==> config.mk <==
export PLATFORM = sky130hd
export DESIGN_NAME = neurone
export DESIGN_NICKNAME = d
export VERILOG_FILES = /design/src/rtl/neurone.sv
export SDC_FILE = /design/constraint.sdc
export NUM_CORES = 2
export LEC_CHECK = 0
export CAP_MARGIN = 20
export CORE_MARGIN = 1
export CORE_UTILIZATION = 58
export CTS_CLUSTER_DIAMETER = 40
export DETAILED_ROUTE_END_ITERATION = 8
export GPL_TIMING_DRIVEN = 0
export PLACE_DENSITY_LB_ADDON = 0.15
export SYNTH_ARGS = -nofsm -noshare
export SYNTH_HDL_FRONTEND = slang
export SYNTH_SLANG_ARGS = --single-unit
export TNS_END_PERCENT = 20
==> constraint.sdc <==
create_clock -name clk -period 14.1 [get_ports clk]
set_clock_uncertainty 0.05 [all_clocks]
set_input_delay 2.82 -clock clk [delete_from_list [all_inputs] [get_ports clk]]
set_output_delay 2.82 -clock clk [all_outputs]
set_load 0.005 [all_outputs]
==> src/rtl/neurone.sv <==
// Fixed-point neuron: nine-term signed MAC, rescale by FRAC_BITS, saturate, activate.
// Optional feature macro: NEURONE_RELU_EN (ReLU activation instead of identity).
module neurone #(
  parameter int FRAC_BITS = 13
) (
  input  logic               clk,
  input  logic               rst_n,
  input  logic [8:0]         start_,
  input  logic signed [16:0] weight_0,
  input  logic signed [16:0] weight_1,
  input  logic signed [16:0] weight_2,
  input  logic signed [16:0] weight_3,
  input  logic signed [16:0] weight_4,
  input  logic signed [16:0] weight_5,
  input  logic signed [16:0] weight_6,
  input  logic signed [16:0] weight_7,
  input  logic signed [16:0] weight_8,
  input  logic signed [26:0] input_0,
  input  logic signed [26:0] input_1,
  input  logic signed [26:0] input_2,
  input  logic signed [26:0] input_3,
  input  logic signed [26:0] input_4,
  input  logic signed [26:0] input_5,
  input  logic signed [26:0] input_6,
  input  logic signed [26:0] input_7,
  input  logic signed [26:0] input_8,
  output logic signed [26:0] out,
  output logic               end_
);

  typedef enum logic [1:0] {IDLE = 2'd0, MAC = 2'd1, ACT = 2'd2, DONE = 2'd3} state_t;

  localparam logic signed [47:0] SAT_MAX = 48'sd67108863;
  localparam logic signed [47:0] SAT_MIN = -48'sd67108864;

  state_t              state_r, state_nxt_s;
  logic                go_s, go_d_r, trig_s;
  logic                load_s, mac_s, fin_s, clr_end_s;
  logic [3:0]          idx_r;
  logic signed [47:0]  acc_r;
  logic signed [43:0]  prod_s;
  logic signed [47:0]  shifted_s;
  logic signed [26:0]  sat_s, act_s;
  logic signed [16:0]  w_in_s [0:8];
  logic signed [26:0]  x_in_s [0:8];
  logic signed [16:0]  w_r    [0:8];
  logic signed [26:0]  x_r    [0:8];

  assign w_in_s[0] = weight_0;
  assign w_in_s[1] = weight_1;
  assign w_in_s[2] = weight_2;
  assign w_in_s[3] = weight_3;
  assign w_in_s[4] = weight_4;
  assign w_in_s[5] = weight_5;
  assign w_in_s[6] = weight_6;
  assign w_in_s[7] = weight_7;
  assign w_in_s[8] = weight_8;
  assign x_in_s[0] = input_0;
  assign x_in_s[1] = input_1;
  assign x_in_s[2] = input_2;
  assign x_in_s[3] = input_3;
  assign x_in_s[4] = input_4;
  assign x_in_s[5] = input_5;
  assign x_in_s[6] = input_6;
  assign x_in_s[7] = input_7;
  assign x_in_s[8] = input_8;

  // Only a fresh low-to-high transition of the all-ones start vector triggers.
  assign go_s   = (start_ == 9'h1FF);
  assign trig_s = go_s & ~go_d_r;

  assign prod_s    = x_r[idx_r] * w_r[idx_r];
  assign shifted_s = acc_r >>> FRAC_BITS;

  // Saturate the rescaled sum to 27 bits and apply the activation.
  always_comb begin
    sat_s = shifted_s[26:0];
    act_s = 27'sd0;
    if (shifted_s > SAT_MAX) begin
      sat_s = SAT_MAX[26:0];
    end else if (shifted_s < SAT_MIN) begin
      sat_s = SAT_MIN[26:0];
    end else begin
      sat_s = shifted_s[26:0];
    end
`ifdef NEURONE_RELU_EN
    if (sat_s[26]) begin
      act_s = 27'sd0;
    end else begin
      act_s = sat_s;
    end
`else
    act_s = sat_s;
`endif
  end

  // State register.
  always_ff @(posedge clk or negedge rst_n) begin
    if (!rst_n) begin
      state_r <= IDLE;
    end else begin
      state_r <= state_nxt_s;
    end
  end

  // Next-state and datapath control; losing go mid-computation aborts to IDLE.
  always_comb begin
    state_nxt_s = state_r;
    load_s      = 1'b0;
    mac_s       = 1'b0;
    fin_s       = 1'b0;
    clr_end_s   = 1'b0;
    case (state_r)
      IDLE: begin
        if (trig_s) begin
          load_s      = 1'b1;
          state_nxt_s = MAC;
        end else begin
          state_nxt_s = IDLE;
        end
      end
      MAC: begin
        if (!go_s) begin
          state_nxt_s = IDLE;
        end else begin
          mac_s = 1'b1;
          if (idx_r == 4'd8) begin
            state_nxt_s = ACT;
          end else begin
            state_nxt_s = MAC;
          end
        end
      end
      ACT: begin
        if (!go_s) begin
          state_nxt_s = IDLE;
        end else begin
          fin_s       = 1'b1;
          state_nxt_s = DONE;
        end
      end
      DONE: begin
        if (!go_s) begin
          clr_end_s   = 1'b1;
          state_nxt_s = IDLE;
        end else begin
          state_nxt_s = DONE;
        end
      end
      default: begin
        state_nxt_s = IDLE;
      end
    endcase
  end

  // Operand capture, accumulation and result registers.
  always_ff @(posedge clk or negedge rst_n) begin
    if (!rst_n) begin
      go_d_r <= 1'b1;
      idx_r  <= 4'd0;
      acc_r  <= 48'sd0;
      out    <= 27'sd0;
      end_   <= 1'b0;
      for (int i = 0; i < 9; i++) begin
        w_r[i] <= 17'sd0;
        x_r[i] <= 27'sd0;
      end
    end else begin
      go_d_r <= go_s;
      if (load_s) begin
        idx_r <= 4'd0;
        acc_r <= 48'sd0;
        for (int i = 0; i < 9; i++) begin
          w_r[i] <= w_in_s[i];
          x_r[i] <= x_in_s[i];
        end
      end else if (mac_s) begin
        idx_r <= idx_r + 4'd1;
        acc_r <= acc_r + {{4{prod_s[43]}}, prod_s};
      end else begin
        idx_r <= idx_r;
        acc_r <= acc_r;
      end
      if (fin_s) begin
        out  <= act_s;
        end_ <= 1'b1;
      end else if (clr_end_s) begin
        out  <= out;
        end_ <= 1'b0;
      end else begin
        out  <= out;
        end_ <= end_;
      end
    end
  end

endmodule

**Word level (Yosys, flattened, before mapping)**

Index checks and enable logic that the tools add are counted.

- Register bits: 479
- Bits in latches: 0
- RAM bits: 0
- ROM bits: 0
- Output and inout bits: 28
- Logic and storage cells: 68
- Memories: 0

- Add/sub/neg operators: 2
- Multiply operators: 1
- Div/mod/pow operators: 0
- Order comparisons: 3
- Equality and inequality tests: 5
- Shift-type cells: 0
- Muxes and demuxes: 26
- Bitwise logic cells: 3
- Reduce and logical (&&, ||, !) cells: 4

Operators with widths:

| kind | number |
|---|---|
| $bmux W27 S4 | 1 |
| $mux W27 | 4 |
| $mux W48 | 2 |
| $bmux W17 S4 | 1 |
| $add A48 B48 Y48 | 1 |
| $mul A27 B17 Y44 | 1 |
| $gt A35 B27 Y1 const B | 1 |
| $lt A35 B27 Y1 const B | 1 |
| $mux W17 | 2 |
| $mux W1 | 10 |
| $eq A9 B9 Y1 const B | 1 |
| $mux W4 | 2 |
| $mux W2 | 3 |
| $pmux W2 S3 | 1 |
| $ge A5 B5 Y1 const B | 1 |
| $not A4 Y5 | 1 |
| $add A4 B1 Y4 const B | 1 |
| $eq A2 B2 Y1 const B | 2 |
| $eq A4 B4 Y1 const B | 1 |
| $reduce_bool A2 Y1 | 2 |
| $eq A2 B1 Y1 const B | 1 |
| $logic_not A2 Y1 | 1 |
| $reduce_or A2 Y1 | 1 |
| $and A1 B1 Y1 | 1 |
| $not A1 Y1 | 1 |

**Logic depth before layout (Yosys ltp)**

- Depth in word-level cells: 8
- Gate-level depth with buffers: 44

**Worst setup path after synthesis**

Ideal clock, no wire load.

- Path kind: register to register
- Start: register idx_r[0]
- End: register acc_r[42]
- Arrival time: 9.822 ns
- Data required time: 13.921 ns
- Slack: 4.099 ns
- Cell stages (with the launch flop): 42
- Path buffers: 5
- Cell sequence: dfrtp_1 -> clkbuf_1 -> buf_2 -> buf_2 -> mux4_2 -> mux2i_1 -> nor2_1 -> a21oi_1 -> clkbuf_1 -> nor2_1 -> fa_1 -> inv_1 -> fa_1 -> fa_1 -> fa_1 -> inv_1 -> fa_1 -> inv_1 -> [6 not listed] -> o31a_1 -> o211ai_1 -> a21oi_1 -> o31ai_1 -> a21oi_1 -> mux2i_1 -> a2111oi_0 -> ha_1 -> clkbuf_1 -> a21o_1 -> a221oi_1 -> o21ai_1 -> a2111o_1 -> a41oi_1 -> o41ai_2 -> a31oi_1 -> xor2_1 -> o21ai_1

- Longest elaborated chain between the ends: 8
- Elaborated cells between the ends (all ways): 11

RTL lines:

| element | RTL line | source |
|---|---|---|
| start: declaration | 39 | `logic [3:0] idx_r;` |
| start signal: assignment | 178 | `idx_r <= idx_r + 4'd1;` |
| start signal: assignment | 181 | `idx_r <= idx_r;` |
| $not A4 Y5 (implied by the code) (*) | 72 | `assign prod_s = x_r[idx_r] * w_r[idx_r];` |
| $bmux W27 S4 / $bmux W17 S4 (equally long branches) | 72 |  |
| $mux W27 (implied by the code) / $mux W17 (equally long branches) (2 in series) | 72 |  |
| $mul A27 B17 Y44 (*) | 72 |  |
| $add A48 B48 Y48 (*) | 179 | `acc_r <= acc_r + {{4{prod_s[43]}}, prod_s};` |
| $mux W48 (*) | 177 | `end else if (mac_s) begin` |
| $mux W48 (*) | 170 | `if (load_s) begin` |
| end signal: assignment | 179 |  |
| end signal: assignment | 182 | `acc_r <= acc_r;` |
| end: declaration | 40 | `logic signed [47:0] acc_r;` |

Every way passes the cells marked *; elsewhere a longest branch is shown, timed or not. The select of a mux whose other input is x is not followed.
A chain may end at the register's enable or synchronous reset.

**Worst setup path in the final report**

- Start: register idx_r[1]
- End: register acc_r[44]

Same word-level chain as after synthesis.

==> results.toml <==
[placed_design]
place_hpwl_um = 98000
gp_congestion = 1.01
port_buffers = 434
place_inst = 4897
pre_cts_slack_ps = 1210

[timing]
final.min_clock_period_ps = 13060
hold_viol = 0
period_share = 0.926
fin_ws_ps = 1040
slew_viol_final = 0
setup_viol = 0
tightest_slew_ps = 1160
fmax_ghz = 0.0766
rsz0062_at_grt = "no"
hold_ws_ps = 429
slew_headroom = 0.227

[logic_synthesis]
synthCells = 3589
ys_warn_count = 0
synth.distinct_cells = 76
synth-edff-count = 0
synth_area_um2 = 39200
avgSynthCellArea_um2 = 10.9
syn_nets = 4597
async_flop_share = 1.00
ys_seq_elements = 479
synth_ff_type = "dfrtp_1"
ys_seq_area_frac = 0.306

[power_and_ir_drop]
p_clk_frac = 0.497
p_int_w = 0.00288
ir_drop_mv = 0.111
powerDensity_nw_per_um2 = 82.0
switching_power_w = 0.00102
total_power_w = 0.00390
switching_share = 0.262
cellLeakagePower_nw = 22.8
p_comb_frac = 0.128
p_seq_frac = 0.375

[critical_path]
critPathSlowestCell = "a21oi_1"
cp-start-kind = "register"
cp_top_family = "compound AO/OA/AOI/OAI gates"
required_ps = 14610
path_buf_inv = 9
worst-r2r-setup-slack_ps = 1040
r2r_cells = 41
rr_endpoint = "acc_r[44]$_DFFE_PN0P_"
r2r-start = "idx_r[1]$_DFFE_PN0P_"
crit_fanout = 10
cpMostUsedCell = "fa_1"
cp-end-kind = "register"
cp.arrival_ps = 13570
slowest_delay_ps = 830
critPathKind = "reg -> reg"

[grt]
grt_usage = 0.367
overflow = 0
grt_pass1_vias = 31100
antenna_found_initial = 38
grt_pass1_wl_um = 185000
grt_max_degree = 117

[min_path]
worstHoldPathCells = 2
hp-start = "out[2]$_DFFE_PN0P_"
hp-class = "reg -> reg"
worst_hold_path.endpoint = "out[2]$_DFFE_PN0P_"

[final_layout]
layout.nets = 5126
final_core_util = 0.717
layout-drive-gt1-share = 0.169
multi_input_area_um2 = 24500
layout_common_cells = "503 x inv_1, 478 x dfrtp_1, 447 x fa_1, 433 x clkdlybuf4s50_1, 396 x mux2_2"
seq_area_um2 = 12000
final_common_cell = "inv_1"
stdcell_count = 5066
area_growth_pct = 21.4
fill_cells = 4880

[clock_network]
clk_pin_slew_worst_paths_ps = 60
clk_latency_ps = 640
cts_tree = "yes"
cts_buffers = 78
cts.sinks = 479
cts-htree-levels = 3
hold_buffers = 0
cts_resized = 0
post_cts_buffers = 0
root_buffer = "clkbuf_16"
clk_path_buf_depth = 3

[drt]
drtIter0Drc = 2393
drt_wl_total_um = 123000
postRouteAntennaNets = 0
wl_per_cell_um = 24.2
first_pass_iters = 5
route.detailed.drc = 0
num_vias = 29900
vias_per_cell = 5.91

[die]
core_um2 = 66300
io_pins = 435
chipHeight_um = 262
rows = 94
die_x_um = 262
initial_core_util = 0.590
die-area_um2 = 68600

[job]
max_cap_viol_count = 0

[run_status]
status = "completed"
per-layer routing:
| metal | track usage | vias to the layer above | part of all wire |
|---|---|---|---|
| li1 | - | 12900 | - |
| met1 | 0.468 | 15300 | 0.38 |
| met2 | 0.592 | 1391 | 0.49 |
| met3 | 0.0890 | 339 | 0.089 |
| met4 | 0.175 | 28 | 0.048 |
| met5 | 0 | - | 0.0015 |
stage by stage:
| stage | cell area (µm²) | setup TNS, ps |
|---|---|---|
| floorplan | 39200 | 0 |
| global placement | 44600 | -5465730 |
| detailed placement | 44700 | 0 |
| CTS | 47400 | 0 |
| global route | 47500 | 0 |
| finish | 47500 | 0 |
area by class of cell:
cell class                      count  share of cell area
Timing Repair Buffer              449              0.0958
Clock buffer                       90              0.0435
Clock inverter                     48              0.0128
Multi-Input combinational cell   2430               0.516
Antenna cell                       26             0.00137
Sequential cell                   479               0.252
Buffer                            176              0.0157
Inverter                          504              0.0398
Tap cell                          864              0.0227
synthesized netlist by cell type, types with 5 or more instances:
cell / count / area share
inv_1: 503 / 0.048
dfrtp_1: 478 / 0.31
fa_1: 447 / 0.23
mux2_2: 396 / 0.11
nand2_1: 327 / 0.031
nor2_1: 295 / 0.028
ha_1: 154 / 0.049
o21ai_0: 128 / 0.016
clkbuf_1: 112 / 0.011
a21oi_1: 93 / 0.012
mux4_2: 88 / 0.051
xnor2_1: 54 / 0.012
mux2i_1: 46 / 0.012
buf_2: 44 / 0.0056
a21o_1: 43 / 0.0082
o21ai_1: 40 / 0.0051
o21a_1: 38 / 0.0073
nand2b_1: 36 / 0.0058
xor2_1: 30 / 0.0067
nand3_1: 26 / 0.0033
nand4_1: 19 / 0.0030
buf_1: 16 / 0.0015
nor3_1: 16 / 0.0020
nor2b_1: 13 / 0.0021
and3_1: 11 / 0.0018
o21bai_1: 11 / 0.0021
a31oi_1: 10 / 0.0016
a211oi_1: 9 / 0.0017
or2_2: 7 / 0.0011
a22o_1: 6 / 0.0013
or3_1: 6 / 0.00096
o211ai_1: 5 / 0.00096
or4_1: 5 / 0.00096
cells by family after synthesis:
| family | Yosys count | share of synthesized area |
|---|---|---|
| fa+ha+maj | 601 | 0.278 |
| buf+inv | 680 | 0.0674 |
| xor+xnor | 84 | 0.0188 |
| simple gates | 780 | 0.0846 |
| compound gates | 435 | 0.0691 |
| flops | 479 | 0.306 |
| mux | 530 | 0.176 |
worst reg2reg max path, delay by kind of cell (launching register included):
| kind | cells | cell delay [ps] |
|---|---|---|
| simple gates | 8 | 1420 |
| fa+ha+maj | 8 | 3580 |
| compound gates | 13 | 4060 |
| mux | 3 | 1020 |
| flops | 1 | 410 |
| buf+inv | 9 | 2460 |
registers in the layout (all words and copies together), names as in the netlist:
| signal | flops |
|---|---|
| x_r | 243 |
| w_r | 153 |
| acc_r | 48 |
| out | 27 |
| idx_r | 4 |
| state_r | 2 |
| end_ | 1 |
| go_d_r | 1 |
how the worst max path moves through the flow:
stage	cells past startpoint	to	start
floorplan	41	acc_r[42]$_DFFE_PN0P_	idx_r[0]$_DFFE_PN0P_
global placement	1	x_r[8]$_DFFE_PN0P_	rst_n
detailed placement	41	acc_r[42]$_DFFE_PN0P_	idx_r[1]$_DFFE_PN0P_
CTS	41	acc_r[42]$_DFFE_PN0P_	idx_r[1]$_DFFE_PN0P_
global route	40	acc_r[42]$_DFFE_PN0P_	idx_r[1]$_DFFE_PN0P_
finish	41	acc_r[44]$_DFFE_PN0P_	idx_r[1]$_DFFE_PN0P_
power by group through the flow:
| stage | Sequential, W | Combinational [W] | Clock (W) |
|---|---|---|---|
| 3_5_place_dp | 0.00148 | 0.000492 | 0 |
| 5_1_grt | 0.00147 | 0.000540 | 0.00201 |
| 2_1_floorplan | 0.00147 | 0.000247 | 0 |
| 4_1_cts | 0.00146 | 0.000496 | 0.00195 |
| 6_report | 0.00146 | 0.000500 | 0.00194 |
| 3_3_place_gp | 0.00148 | 0.000477 | 0 |
Note: power is estimated with default switching activity, not from simulation.
